$ cat src/rtl/irq_controller.sv
// irq_controller: memory-mapped level/edge interrupt controller feeding the flow controller IRQ input
// Ports: clk, rst (async active-low); irqSrc raw sources; inputAddr/inputData/wrEn CPU write;
//        outputAddr CPU read address, outputData registered read data; irqOut masked pending, irqReq any.
// Map (word offsets from BASE_ADDR): +0 PENDING, +1 MASK, +2 CLEAR (W1C), +3 EDGESEL, +4 ACTIVE.
// Macro IRQ_SYNC_EN: adds a 2-flop synchroniser on every source (latency 4 instead of 2).
module irq_controller #(
  parameter int          N_SRC     = 32,
  parameter logic [31:0] BASE_ADDR = 32'h0000_0400
) (
  input  logic        clk,
  input  logic        rst,
  input  logic [31:0] irqSrc,
  input  logic [31:0] inputAddr,
  input  logic [31:0] inputData,
  input  logic        wrEn,
  input  logic [31:0] outputAddr,
  output logic [31:0] outputData,
  output logic [31:0] irqOut,
  output logic        irqReq
);
  localparam logic [31:0] IMPL = N_SRC >= 32 ? 32'hFFFF_FFFF : 32'((64'h1 << N_SRC) - 64'h1);
  logic [31:0] src_s, src_prev, pending, mask, edge_sel;
  logic [31:0] wr_off, rd_off, edge_sel_n, clr, en, active, rd_val;
  logic [4:0]  active_id;
`ifdef IRQ_SYNC_EN
  logic [31:0] sync1, sync2;
  always_ff @(posedge clk or negedge rst)
    if (!rst) begin
      sync1 <= '0;
      sync2 <= '0;
    end else begin
      sync1 <= irqSrc;
      sync2 <= sync1;
    end
  assign src_s = sync2;
`else
  assign src_s = irqSrc;
`endif
  assign wr_off     = inputAddr - BASE_ADDR;
  assign rd_off     = outputAddr - BASE_ADDR;
  assign edge_sel_n = wrEn && wr_off == 32'd3 ? inputData & IMPL : edge_sel;
  assign clr        = wrEn && wr_off == 32'd2 ? inputData : '0;
  assign en         = pending & mask;
  always_comb begin
    active_id = '0;
    for (int i = 31; i >= 0; i--)
      if (en[i]) active_id = 5'(i);
  end
  assign active = {|en, 26'd0, active_id};
  assign rd_val = rd_off == 32'd0 ? pending :
                  rd_off == 32'd1 ? mask :
                  rd_off == 32'd3 ? edge_sel :
                  rd_off == 32'd4 ? active : '0;
  // Edge bits: a new rising edge wins over a same-cycle clear; a mode change drops the bit.
  always_ff @(posedge clk or negedge rst)
    if (!rst) begin
      src_prev   <= '0;
      pending    <= '0;
      mask       <= '0;
      edge_sel   <= '0;
      outputData <= '0;
      irqOut     <= '0;
      irqReq     <= 1'b0;
    end else begin
      src_prev   <= src_s;
      pending    <= (edge_sel & ((pending & ~clr) | (src_s & ~src_prev)) | ~edge_sel & src_s)
                    & ~(edge_sel ^ edge_sel_n) & IMPL;
      mask       <= wrEn && wr_off == 32'd1 ? inputData & IMPL : mask;
      edge_sel   <= edge_sel_n;
      outputData <= rd_val;
      irqOut     <= en;
      irqReq     <= |en;
    end
endmodule
$ cat config.mk
export PLATFORM = sky130hd
export DESIGN_NAME = irq_controller
export DESIGN_NICKNAME = d
export VERILOG_FILES = /design/src/rtl/irq_controller.sv
export SDC_FILE = /design/constraint.sdc
export NUM_CORES = 1
export LEC_CHECK = 0
export BUFFER_PORTS_ARGS = -buffer_cell sky130_fd_sc_hd__buf_2
export CAP_MARGIN = 30
export CORE_AREA = 2 2 128 130
export CTS_BUF_LIST = sky130_fd_sc_hd__clkbuf_2
export CTS_CLUSTER_SIZE = 28
export DETAILED_ROUTE_END_ITERATION = 7
export DIE_AREA = 0 0 130 132
export GPL_TIMING_DRIVEN = 0
export PLACE_DENSITY = 0.81
export SYNTH_ARGS = -nofsm -noshare
export SYNTH_HDL_FRONTEND = slang
export SYNTH_SLANG_ARGS = --single-unit
export TNS_END_PERCENT = 5
$ cat constraint.sdc
create_clock -name clk -period 2.4 [get_ports clk]
set_clock_uncertainty 0.2 [all_clocks]
set_input_delay 0.48 -clock clk [delete_from_list [all_inputs] [get_ports clk]]
set_output_delay 0.48 -clock clk [all_outputs]
set_load 0.05 [all_outputs]
==> metrics.md <==
| Metric | Value |
|---|---|
| Number of library cell types mapped by synthesis | `55` |
| Max_slew headroom | `46.21%` |
| Vias in the first global route | `7,137` |
| Die Span Y | `132 um` |
| Core area | `15,710 um2` |
| Final worst slack | `107.0 ps` |
| Ys async rst share | `100.0%` |
| Average wire per standard cell | `17.87 um` |
| Initial drt markers | `555` |
| Cell breakdown of the critical path | `a22oi_1, o2111ai_1, a21oi_1, nor4b_1, a21oi_1, o21a_1` |
| Logic gate share of total power | `8.5%` |
| # rows | `46` |
| Maxcap violations | `0` |
| IO Count | `196` |
| Slew Limit Fails | `0` |
| Post-synth top area cell | `dfrtp_1` |
| Clock tree sinks | `193` |
| Critical Setup Path Class | `reg2reg` |
| Clock transition at path regs | `260 ps` |
| Sequential fraction of the synthesis area | `55.35%` |
| Sequential power share | `58.3%` |
| DRC errors left | `0` |
| CP max stage delay | `470 ps` |
| Input/output buffers | `194` |
| Initial Util | `55.53%` |
| Power Internal | `4.350 mW` |
| Dpl cells | `1,185` |
| Worst Hold Class | `in2reg` |
| Final ANT Viol Nets | `0` |
| Run status | `finished clean` |
| Final Setup Violations | `0` |
| Yosys Warn Count | `0` |
| Synth area leaders | `dfrtp_1 55%, mux2_2 8.3%, a21oi_1 4.0%, and2_1 3.6%, mux2i_1 3.1%` |
| CP max FO | `4` |
| Clock share of power | `33.1%` |
| Via-per-instance ratio | `5.649` |
| Final hold viol count | `0` |
| Mapped Nets | `905` |
| Finished Layout Cells | `1,288` |
| Area after DPL | `10,000 um2` |
| CP top delay family | `compound AO/OA/AOI/OAI gates` |
| Share of cells above drive strength 1 | `30.25%` |
| Setup TNS | `0 ps` |
| HPWL after DPL | `15,590 um` |
| DIE AREA | `17,160 um2` |
| Antenna violations before repair | `1` |
| Die W | `130 um` |
| Fmax | `436.1 MHz` |
| RSZ-0062 raised after global routing | `no` |
| Hold WS | `96.97 ps` |
| Lkg Pwr | `5.422 nW` |
| Register bit total from synthesis | `193` |
| Max Root-Sink Buffers | `2` |
| CTS Root Cell | `clkbuf_2` |
| Sw Ratio | `24.24%` |
| Vias | `7,276` |
| Drt pass-1 iters | `8` |
| Final WL | `23,020 um` |
| Worst path bufs/invs | `0` |
| TritonCTS clock tree | `yes` |
| First-pass GRT wire length | `36,030 um` |
| Crit path launch type | `flop` |
| Worst-Margin Slew | `806.9 ps` |
| Critical path arrival | `2780 ps` |
| Post-synth top area share | `55.35%` |
| Minimum clock period | `2293 ps` |
| Pre-CTS setup slack | `-373.7 ps` |
| GR Util All Layers | `27.13%` |
| Number of synthesized flops with an enable pin | `0` |
| Avg Cell Area, Syn | `11.27 um2` |
| Layout Cell Area excl Fill | `11,040 um2` |
| Ys flop type | `dfrtp_1` |
| Overflow after GRT | `0` |
| H-tree depth | `4` |
| Cells after synthesis | `774` |
| Nets | `1,189` |
| Clock Latency Late Sink | `780 ps` |
| Crit path required time | `2890 ps` |
| Pin count of the biggest net entering global routing | `120` |
| Period utilization | `95.54%` |
| Cell Pwr Density | `520.2 nW/um2` |
| Clock buffer count from CTS | `17` |
| Post-Syn Area | `8726 um2` |
| VDD IR max | `0.0003216 V` |
| Final RePlAce weighted congestion | `0.8885` |
| Post-CTS Setup Bufs | `0` |
| Area grow syn2layout | `26.50%` |
| CP max stage cell | `dfrtp_1` |
| Switching power | `1.392 mW` |
| Most used cell, CP | `a21oi_1` |
| Worst Setup End Kind | `flop` |
==> flip-flops by register name, summed over array words and instances (netlist names) <==
register,flops
outputData,32
edge_sel,32
pending,32
mask,32
irqReq,1
irqOut,32
src_prev,32
==> path summary, 6_finish.rpt <==
kind	startpoint	to	slack (ps)	depth (start not counted)
max reg2reg	pending[1]	outputData[0]	110	6
max in group asynchronous	rst	edge_sel[16]	480	4
min reg2reg	mask[8]	mask[8]	370	1
min in group asynchronous	rst	outputData[4]	560	3
min	outputAddr[1]	outputData[31]	100	3
max	pending[1]	outputData[0]	110	6
==> tightest hold or removal path, delay by kind of cell <==
family,cells,cell delay (ps)
buf+inv,1,340
compound gates,2,240
==> synth_stat cells (2+ instances only) <==
master	number
dfrtp_1	193
a21oi_1	69
nor2_1	66
mux2_2	64
and2_1	50
inv_1	47
o22ai_1	33
a21boi_0	32
mux2i_1	27
nand2_1	24
o32ai_1	22
clkbuf_1	15
nor4_1	12
a22oi_1	11
buf_2	11
o32ai_2	10
nor3_1	8
o21ai_0	8
a22o_1	6
nand4_1	6
nand2b_1	5
nand3_1	5
a211o_1	4
buf_6	4
nor4b_1	4
a211oi_1	2
a2bb2oi_1	2
buf_1	2
nor4_2	2
o2111ai_1	2
o21a_1	2
o31ai_1	2
or3_1	2
==> kinds of logic (layout without fill, tap and decap cells) <==
logic type | count (synthesis) | after routing | share of synthesized area (%)
AO/OA/AOI/OAI | 213 | 213 | 17.26
XOR/XNOR | 2 | 2 | 0.2008
buffers and inverters | 80 | 377 | 3.957
flip-flops | 193 | 193 | 55.35
multiplexers | 92 | 92 | 11.49
other | 0 | 1 | 0
AND/OR/NAND/NOR | 194 | 194 | 11.74
==> power groups by stage <==
stage	Clock (mW)	Sequential [mW]	Combinational, mW
final	1.90	3.35	0.490
after global routing	2.08	3.36	0.541
after CTS	1.93	3.35	0.489
after detailed placement	0	3.40	0.399
after global placement	0	3.40	0.384
after floorplan	0	3.39	0.148
==> cells in the final DEF, fill, tap and decap left out, types with 11 or more instances in the layout <==
cell           synthesis  routed
clkbuf_1              15      15
mux2i_1               27      27
nand2_1               24      24
mux2_2                64      64
dlygate4sd3_1          0      69
o32ai_1               22      22
a21oi_1               69      69
a21boi_0              32      32
clkbuf_2               1      20
and2_1                50      50
buf_2                 11     204
dfrtp_1              193     193
nor2_1                66      66
o22ai_1               33      33
inv_1                 47      47
nor4_1                12      11
==> timing repair <==
item,in CTS,in global routing
hold buffers,70,0
resized for setup,0,5
endpoints found under the setup margin,0,14
endpoints found under the hold margin,327,0
==> per-layer routing <==
metal / up-vias / routed length [um] / part of all wire [%] / GRT usage (%)
li1: 3382 / - / - / -
met1: 3566 / 9771 / 42 / 35.82
met2: 297 / 11380 / 49 / 44.91
met3: 31 / 1573 / 6.8 / 6.656
met4: 0 / 291 / 1.3 / 7.109
met5: - / 0 / 0 / 0
==> stage by stage <==
stage,utilization (%),power [mW]
3_3_place_gp,63.43,3.784
2_1_floorplan,-,3.539
3_5_place_dp,63.67,3.800
5_1_grt,70.25,5.975
4_1_cts,70.06,5.767
6_report,70.25,5.742
==> final cells by class <==
type,instances,area [um2]
antenna,1,2.502
buffer,33,168.9
clock buffer,19,95.09
clock inverter,13,207.7
fill,1134,4674
inverter,47,176.4
multi-input combinational,501,3576
sequential,193,4830
tap,216,270.3
timing repair buffer,265,1712
No activity file was read; power rests on OpenSTA's default activity.
